===== src/rtl/lif_layer_scheduler.sv =====
// lif_layer_scheduler
// One shared leaky-integrate-and-fire update datapath, swept across N_NEURON
// neurons (one per clock) on each accepted timestep start. Membrane values,
// fired flags and 2-bit synaptic weights are held per neuron. The spike
// vector of a sweep is staged internally and published in one shot at the
// end, so downstream logic never sees a half-updated vector.
module lif_layer_scheduler #(
  parameter int N_NEURON = 8,
  parameter int AW       = $clog2(N_NEURON),
  parameter int VW       = 5,
  parameter int V_REST   = 6,
  parameter int V_LEAK   = 1,
  parameter int V_TH     = 14
) (
  input  logic                clk_i,
  input  logic                rst_n,
  input  logic                start_i,
  input  logic [2:0]          spikes_in_i,
  input  logic                cfg_we_i,
  input  logic [AW-1:0]       cfg_addr_i,
  input  logic [5:0]          cfg_w_i,
  output logic                cfg_err_o,
  output logic                busy_o,
  output logic                done_o,
  output logic [N_NEURON-1:0] spike_vec_o,
  output logic [15:0]         step_cnt_o
);

  typedef enum logic {IDLE, RUN} state_e;

  // The update arithmetic runs two bits wider than the membrane so that
  // v + sum (up to 2^VW-1 + 9) never wraps before saturation.
  localparam int XW = VW + 2;

  localparam logic [AW-1:0] IDX_LAST = AW'(N_NEURON - 1);
  localparam logic [AW:0]   N_LIM    = (AW + 1)'(N_NEURON);
  localparam logic [VW-1:0] V_REST_V = VW'(V_REST);
  localparam logic [XW-1:0] V_LEAK_X = XW'(V_LEAK);
  localparam logic [XW-1:0] V_TH_X   = XW'(V_TH);
  localparam logic [XW-1:0] V_MAX_X  = XW'((1 << VW) - 1);

  state_e              state_q, state_d;
  logic [AW-1:0]       idx_q, idx_d;
  logic [2:0]          s_q, s_d;
  logic [VW-1:0]       v_q [N_NEURON];
  logic [VW-1:0]       v_d [N_NEURON];
  logic                f_q [N_NEURON];
  logic                f_d [N_NEURON];
  logic [5:0]          w_q [N_NEURON];
  logic [5:0]          w_d [N_NEURON];
  logic [N_NEURON-1:0] stage_q, stage_d;
  logic [N_NEURON-1:0] spike_vec_q, spike_vec_d;
  logic [15:0]         step_cnt_q, step_cnt_d;
  logic                done_q, done_d;
  logic                cfg_err_q, cfg_err_d;

  logic [VW-1:0] v_cur;
  logic          f_cur;
  logic [5:0]    w_cur;
  logic [XW-1:0] sum_x;
  logic [XW-1:0] vn_x;
  logic [VW-1:0] vn;
  logic          fire;
  logic          cfg_ok;

  // Membrane update for the neuron currently addressed by the sweep index.
  always_comb begin
    v_cur = v_q[idx_q];
    f_cur = f_q[idx_q];
    w_cur = w_q[idx_q];
    sum_x = XW'(w_cur[1:0] & {2{s_q[0]}})
          + XW'(w_cur[3:2] & {2{s_q[1]}})
          + XW'(w_cur[5:4] & {2{s_q[2]}});
    vn_x  = {2'b00, v_cur} + sum_x;
    // Leak only above rest, so the subtraction can never underflow.
    if (v_cur > V_REST_V) begin
      vn_x = vn_x - V_LEAK_X;
    end
    vn   = (vn_x > V_MAX_X) ? V_MAX_X[VW-1:0] : vn_x[VW-1:0];
    fire = ({2'b00, vn} >= V_TH_X);
  end

  // Next-state: FSM sequencing, per-neuron writeback, config port, publishing.
  always_comb begin
    // NOTE: every signal written here gets a default first; a path that
    // leaves one unassigned would infer a latch.
    state_d     = state_q;
    idx_d       = idx_q;
    s_d         = s_q;
    v_d         = v_q;
    f_d         = f_q;
    w_d         = w_q;
    stage_d     = stage_q;
    spike_vec_d = spike_vec_q;
    step_cnt_d  = step_cnt_q;
    done_d      = 1'b0;
    cfg_err_d   = 1'b0;

    // Weights only change between sweeps; a write landing on the accepting
    // edge is in place before neuron 0 is read at the following edge.
    cfg_ok = (state_q == IDLE) && ({1'b0, cfg_addr_i} < N_LIM);
    if (cfg_we_i) begin
      if (cfg_ok) begin
        w_d[cfg_addr_i] = cfg_w_i;
      end else begin
        cfg_err_d = 1'b1;
      end
    end

    unique case (state_q)
      IDLE: begin
        if (start_i) begin
          state_d = RUN;
          idx_d   = '0;
          s_d     = spikes_in_i;
        end
      end
      RUN: begin
        // A neuron that fired last step is silenced and returned to rest.
        if (f_cur) begin
          v_d[idx_q]     = V_REST_V;
          f_d[idx_q]     = 1'b0;
          stage_d[idx_q] = 1'b0;
        end else begin
          v_d[idx_q]     = vn;
          f_d[idx_q]     = fire;
          stage_d[idx_q] = fire;
        end
        if (idx_q == IDX_LAST) begin
          state_d     = IDLE;
          idx_d       = '0;
          spike_vec_d = stage_d;
          step_cnt_d  = step_cnt_q + 16'd1;
          done_d      = 1'b1;
        end else begin
          idx_d = idx_q + AW'(1);
        end
      end
      default: state_d = IDLE;
    endcase
  end

  // FSM state register.
  always_ff @(posedge clk_i or negedge rst_n) begin
    // NOTE: sequential state uses non-blocking assignments so every flop
    // samples pre-edge values regardless of statement order.
    if (!rst_n) begin
      state_q <= IDLE;
    end else begin
      state_q <= state_d;
    end
  end

  // Datapath and per-neuron storage registers.
  always_ff @(posedge clk_i or negedge rst_n) begin
    if (!rst_n) begin
      idx_q       <= '0;
      s_q         <= '0;
      stage_q     <= '0;
      spike_vec_q <= '0;
      step_cnt_q  <= '0;
      done_q      <= 1'b0;
      cfg_err_q   <= 1'b0;
      // NOTE: the per-neuron arrays are reset explicitly because membranes
      // must restart at rest and weights at zero; a plain RAM would not.
      for (int i = 0; i < N_NEURON; i++) begin
        v_q[i] <= V_REST_V;
        f_q[i] <= 1'b0;
        w_q[i] <= '0;
      end
    end else begin
      idx_q       <= idx_d;
      s_q         <= s_d;
      stage_q     <= stage_d;
      spike_vec_q <= spike_vec_d;
      step_cnt_q  <= step_cnt_d;
      done_q      <= done_d;
      cfg_err_q   <= cfg_err_d;
      for (int i = 0; i < N_NEURON; i++) begin
        v_q[i] <= v_d[i];
        f_q[i] <= f_d[i];
        w_q[i] <= w_d[i];
      end
    end
  end

  assign busy_o      = (state_q == RUN);
  assign done_o      = done_q;
  assign cfg_err_o   = cfg_err_q;
  assign spike_vec_o = spike_vec_q;
  assign step_cnt_o  = step_cnt_q;

endmodule


===== config.mk =====
export PLATFORM = sky130hd
export DESIGN_NAME = lif_layer_scheduler
export DESIGN_NICKNAME = d
export VERILOG_FILES = /design/src/rtl/lif_layer_scheduler.sv
export SDC_FILE = /design/constraint.sdc
export NUM_CORES = 1
export LEC_CHECK = 0
export ABC_AREA = 1
export BUFFER_PORTS_ARGS = -buffer_cell sky130_fd_sc_hd__buf_2
export CAP_MARGIN = 30
export CORE_UTILIZATION = 55
export DETAILED_ROUTE_END_ITERATION = 8
export GPL_ROUTABILITY_DRIVEN = 0
export HOLD_SLACK_MARGIN = 0.15
export PLACE_DENSITY = 0.73
export SLEW_MARGIN = 40
export SYNTH_ARGS = -nofsm -noshare
export SYNTH_HDL_FRONTEND = slang
export SYNTH_SLANG_ARGS = --single-unit
export TNS_END_PERCENT = 100

===== constraint.sdc =====
create_clock -name clk_i -period 5.91 [get_ports clk_i]
set_input_delay 0.8865 -clock clk_i [delete_from_list [all_inputs] [get_ports clk_i]]
set_output_delay 0.8865 -clock clk_i [all_outputs]
set_load 0.02 [all_outputs]

==> results.json, run 1 <==
{
  "final_cell_mix": "nand2_1, dfrtp_1, inv_1, o21ai_0, nor2_1",
  "cts_tree": "yes",
  "cts.sink_count": 137,
  "antenna_cells": 0,
  "area_growth_syn_to_layout_pct": 13.7,
  "layout_commonest_cell": "nand2_1",
  "post_cts_buffers": 0,
  "synth_top_cell_area_share_pct": 45.7,
  "drc": 6,
  "wl_um": 16100,
  "worst_pin_slew_ns": 0.729,
  "die_h_um": 112,
  "io-pin-count": 43,
  "postRouteAntennaNets": 0,
  "path_class": "reg2reg",
  "synth_seq_cells": 137,
  "synth_area_um2": 6620,
  "grt_pass1_vias": 5571,
  "antenna_found_initial": 0,
  "drive_gt1_share_pct": 14.0,
  "synth_edf_count": 0,
  "globalRoute.totalOverflow": 0,
  "ys_types": 40,
  "final_hold_viol_count": 0,
  "seqCellArea_um2": 3450,
  "root_buffer": "clkbuf_16",
  "wl_per_cell_um": 16.2,
  "nNetsFinal": 865,
  "syn_inst": 794,
  "fin_crit_sh_pct": 85.6,
  "htree_levels": 4,
  "syn_area_per_cell_um2": 8.34,
  "die-area_um2": 12500,
  "hpwl_um": 11000,
  "syn_nets": 823,
  "crit_fanout": 16,
  "rsz0062_at_grt": "false",
  "hold_path.class": "reg2reg",
  "yosysTopAreaCell": "dfrtp_1",
  "fp.coreArea_um2": 11600,
  "drv_cap": 0,
  "num_vias": 5534,
  "worstPathArrival_ns": 5.39,
  "yosys-top-cells-area": "dfrtp_1, nand2_1, dfstp_2, o21ai_0, inv_1",
  "synthArstFlopShare_pct": 100,
  "drt_iter0_markers": 441,
  "grt_pass1_wl_um": 27300,
  "dr.pass1.iters": 7,
  "multi_input_area_um2": 2710,
  "yosys_warnings": 0,
  "crit_required_ns": 6.25,
  "num_rows": 39,
  "ys_dominant_reg_cell": "dfrtp_1",
  "grt_max_degree": 82,
  "synth-seq-area-share_pct": 52.1,
  "fin_setup_tns_ns": 0,
  "violations": "design-rule violations",
  "finalSetupViolations": 0,
  "grt_use_total_pct": 28.2,
  "period_needed_ns": 5.06,
  "cp-start-kind": "flop",
  "fin_skew_ns": 0.0137,
  "end_kind": "flop",
  "die_x_um": 112,
  "clk_pin_slew_ns": 0.06,
  "fmax_mhz": 198,
  "outcome": "finished with violations",
  "cts_resized": 0,
  "drv_slew": 0,
  "clock_latency_ns": 0.43,
  "slew_headroom_pct": 51.4,
  "cts_buffers": 17,
  "cts_hold_buf": 0,
  "port_buffers": 42,
  "start_util_pct": 57.3,
  "viasPerCell": 5.58,
  "clk_path_buf_depth": 2,
  "fill_cells": 981
}
## Yosys cell counts, types with 2 or more instances
cell,number
xnor2_1,9
nand2_1,213
inv_2,3
nand3_2,6
nor2_1,78
nand3_1,38
a22oi_1,3
xor2_1,10
nand4_1,4
clkbuf_1,14
nand2_4,2
buf_6,3
o21a_1,10
a21oi_1,40
fa_1,4
inv_1,88
a221oi_1,7
nor3_1,3
dfrtp_1,121
nand2_2,3
ha_1,9
o21ai_0,82
a31oi_1,2
o22ai_1,3
buf_4,3
dfstp_2,16
buf_2,2
nor2_2,6
## layer usage
| layer | GRT usage [%] | share of wire (%) | vias up |
|---|---|---|---|
| met5 | 0 | 0 | - |
| met4 | 11.8 | 1.8 | 0 |
| met3 | 7.35 | 5.5 | 27 |
| met2 | 45.9 | 49 | 178 |
| met1 | 35.9 | 43 | 2700 |
| li1 | - | - | 2629 |
## area by class of cell
| class | instances | share of cell area, % |
|---|---|---|
| Clock buffer | 21 | 6.25 |
| Clock inverter | 11 | 1.61 |
| Inverter | 93 | 4.70 |
| Multi-Input combinational cell | 541 | 36.0 |
| Sequential cell | 137 | 45.8 |
| Tap cell | 143 | 2.38 |
| Timing Repair Buffer | 46 | 3.28 |
## cells by family after synthesis
group,synth area share (%)
muxes,0.151
adders and majority gates,2.91
xor gates and xnor gates,2.51
AOI/OAI and AO/OA,12.8
and+or+nand+nor,22.3
DFF,52.1
buffers and inverters,7.20
## worst paths after layout
kind,cells past startpoint,slack (ns),startpoint,endpoint
max reg2reg,20,0.85,idx_q[1],f_q[4]
max in group asynchronous,2,4.16,rst_n,s_q[1]
min,1,0.47,step_cnt_o[15],step_cnt_o[15]
min in group asynchronous,1,0.50,rst_n,v_q[14]
max,20,0.85,idx_q[1],f_q[4]
min reg2reg,1,0.47,step_cnt_o[15],step_cnt_o[15]
## state kept, by name (all words and copies together), names as in the netlist
signal       flops
busy_o           1
cfg_err_o        1
done_o           1
f_q              8
idx_q            3
s_q              3
spike_vec_o      8
stage_q          8
step_cnt_o      16
v_q             40
w_q             48
## worst max-delay path, cell delays in order (launching register included)
cell and delay [ns]:
dfrtp_1 0.62, inv_2 0.16, nand3_2 0.24, inv_1 0.17
a221oi_1 0.39, a41oi_1 0.20, fa_1 0.52, fa_1 0.56
ha_1 0.18, inv_1 0.06, fa_1 0.56, nand3_1 0.17
a21oi_1 0.18, nand3_1 0.10, nand2_1 0.09, nand2_2 0.08
nand2_1 0.12, nand3_2 0.11, nand2_4 0.19, nand3_1 0.15
o21ai_0 0.13
## stage by stage
step                      hold WS [ns]  worst slack (ns)  cell area, µm²  util [%]  instances
after floorplan                  0.450              1.55            6620         -        794
after global placement           0.456              1.06            6920      59.9        960
after detailed placement         0.460             0.933            6930      59.9        960
after CTS                        0.470             0.871            7520      65.0        992
after global routing             0.473             0.502            7530      65.1        992
final                            0.468             0.852            7530      65.1        992
Power of run 1 is not shown: default switching activity piles up to over one toggle a cycle in this logic, so the estimate is an artifact.
==> inputs of run 2 (changes only) <==
--- a/config.mk
+++ b/config.mk
@@ -8,11 +8,11 @@
 export ABC_AREA = 1
 export BUFFER_PORTS_ARGS = -buffer_cell sky130_fd_sc_hd__buf_2
 export CAP_MARGIN = 30
-export CORE_UTILIZATION = 55
+export CORE_UTILIZATION = 50
 export DETAILED_ROUTE_END_ITERATION = 8
 export GPL_ROUTABILITY_DRIVEN = 0
 export HOLD_SLACK_MARGIN = 0.15
-export PLACE_DENSITY = 0.73
+export PLACE_DENSITY = 0.68
 export SLEW_MARGIN = 40
 export SYNTH_ARGS = -nofsm -noshare
 export SYNTH_HDL_FRONTEND = slang
==> run 2 against run 1 <==
The flow now finishes without violations. Global-route usage decreased by 3.1 points. Sequential share of layout area decreased by 0.56 points. Setup slack got worse by 0.39 ns. Count of clock-buffer cells in the layout increased by 5. Hold slack got worse by 0.023 ns. Utilization decreased by 5.4 points. Clock skew decreased by 0.0070 ns. Die area increased by 9.8%. Cell count increased by 2.8%. Critical path type unchanged. Critical endpoint is now v_q[11]. Highest routed layer unchanged.
==> results.json, run 2 (synthesis gave the netlist of run 1 again) <==
{
  "largest_register_ffs": 48,
  "wl_um": 15900,
  "post_cts_buffers": 0,
  "multi_input_area_um2": 2710,
  "outcome": "complete, no violations",
  "fin_setup_tns_ns": 0,
  "drive_gt1_share_pct": 13.7,
  "crit_family": "adder cells",
  "grt_use_total_pct": 25.1,
  "cp-start-kind": "flop",
  "fin_skew_ns": 0.00674,
  "antenna_cells": 0,
  "htree_levels": 4,
  "crit_fanout": 18,
  "worst_pin_slew_ns": 0.768,
  "cts_buffers": 17,
  "clk_path_buf_depth": 2,
  "grt_pass1_vias": 5197,
  "die_x_um": 117,
  "area_growth_syn_to_layout_pct": 15.1,
  "hold_path.class": "in2async",
  "regMostFlops": "w_q",
  "drt_iter0_markers": 438,
  "seqCellArea_um2": 3450,
  "dr.pass1.iters": 5,
  "layout_commonest_cell": "nand2_1",
  "fill_cells": 1126,
  "grt_max_degree": 77,
  "die-area_um2": 13700,
  "cts_resized": 0,
  "start_util_pct": 51.8,
  "clock_latency_ns": 0.42,
  "io-pin-count": 43,
  "drv_slew": 0,
  "slowest_delay_ns": 0.84,
  "worstReg2RegStart": "idx_q[0]",
  "crit_required_ns": 6.26,
  "postRouteAntennaNets": 0,
  "drv_cap": 0,
  "globalRoute.totalOverflow": 0,
  "viasPerCell": 5.28,
  "fp.coreArea_um2": 12800,
  "fmax_mhz": 183,
  "drc": 0,
  "clk_pin_slew_ns": 0.06,
  "antenna_found_initial": 0,
  "wl_per_cell_um": 15.5,
  "root_buffer": "clkbuf_16",
  "fin_crit_sh_pct": 92.2,
  "hold-worst-slack_ns": 0.445,
  "num_rows": 41,
  "final_hold_viol_count": 0,
  "grt_pass1_wl_um": 25800,
  "worstPathArrival_ns": 5.80,
  "crit_slowest_cell": "dfrtp_1",
  "die_h_um": 117,
  "critPathLaunch": "idx_q[0]",
  "num_vias": 5382,
  "final_cell_mix": "nand2_1, dfrtp_1, inv_1, o21ai_0, nor2_1",
  "cts_tree": "yes",
  "nNetsFinal": 864,
  "hpwl_um": 11200,
  "period_needed_ns": 5.45,
  "path_buf_inv": 5,
  "rsz0062_at_grt": "false",
  "path_class": "reg2reg",
  "finalSetupViolations": 0,
  "end_kind": "flop",
  "cts_hold_buf": 0,
  "slew_headroom_pct": 48.8,
  "cts.sink_count": 137,
  "crit_path_cell_trace": "inv_6 > nand3_2 > inv_1 > nand2_1 > o21ai_0 > a221oi_1 > a41oi_1 > fa_1 > fa_1 > ha_1 > inv_1 > fa_1 > nand3_1 > nor2_1 > nand4_1 > nand2_2 > inv_2 > nand2_2 > nand2_1 > nor2_2 > nand2_1 > o21ai_0 > inv_1",
  "port_buffers": 42
}
-- run 2: cell type report --
cell class	count	share of cell area, %
flip-flops and latches	137	45.3
multi-input cells	541	35.5
clock buffers	26	6.82
inverters	93	4.65
repair buffers	45	3.19
well taps	172	2.82
clock inverters	6	1.74
-- run 2: worst paths after layout --
path	endpoint	slack (ns)	cells after the start
min in group clk_i	step_cnt_o[15]	0.48	1
worst max-delay path	v_q[11]	0.46	23
worst min-delay path	v_q[25]	0.44	1
worst min register to register	step_cnt_o[15]	0.48	1
worst max register to register	v_q[11]	0.46	23
max in group asynchronous	f_q[0]	4.36	2
-- run 2: metal layers --
layer,vias to the layer above,GRT usage [%],wire (µm),share of wire [%]
met5,-,0,0,0
li1,2627,-,-,-
met4,0,7.68,147,0.93
met1,2575,32.9,7150,45
met2,165,41.6,7890,50
met3,15,5.66,671,4.2
-- run 2: metrics by stage --
step	setup slack, ns	util (%)	area [µm²]	instances
floorplan	1.55	-	6620	794
global placement	0.707	54.4	6950	988
detailed placement	0.520	54.5	6960	988
CTS	0.487	59.6	7610	1020
global route	0.0704	59.6	7620	1020
finish	0.458	59.6	7620	1020
Power of run 2 is left out for the same reason.
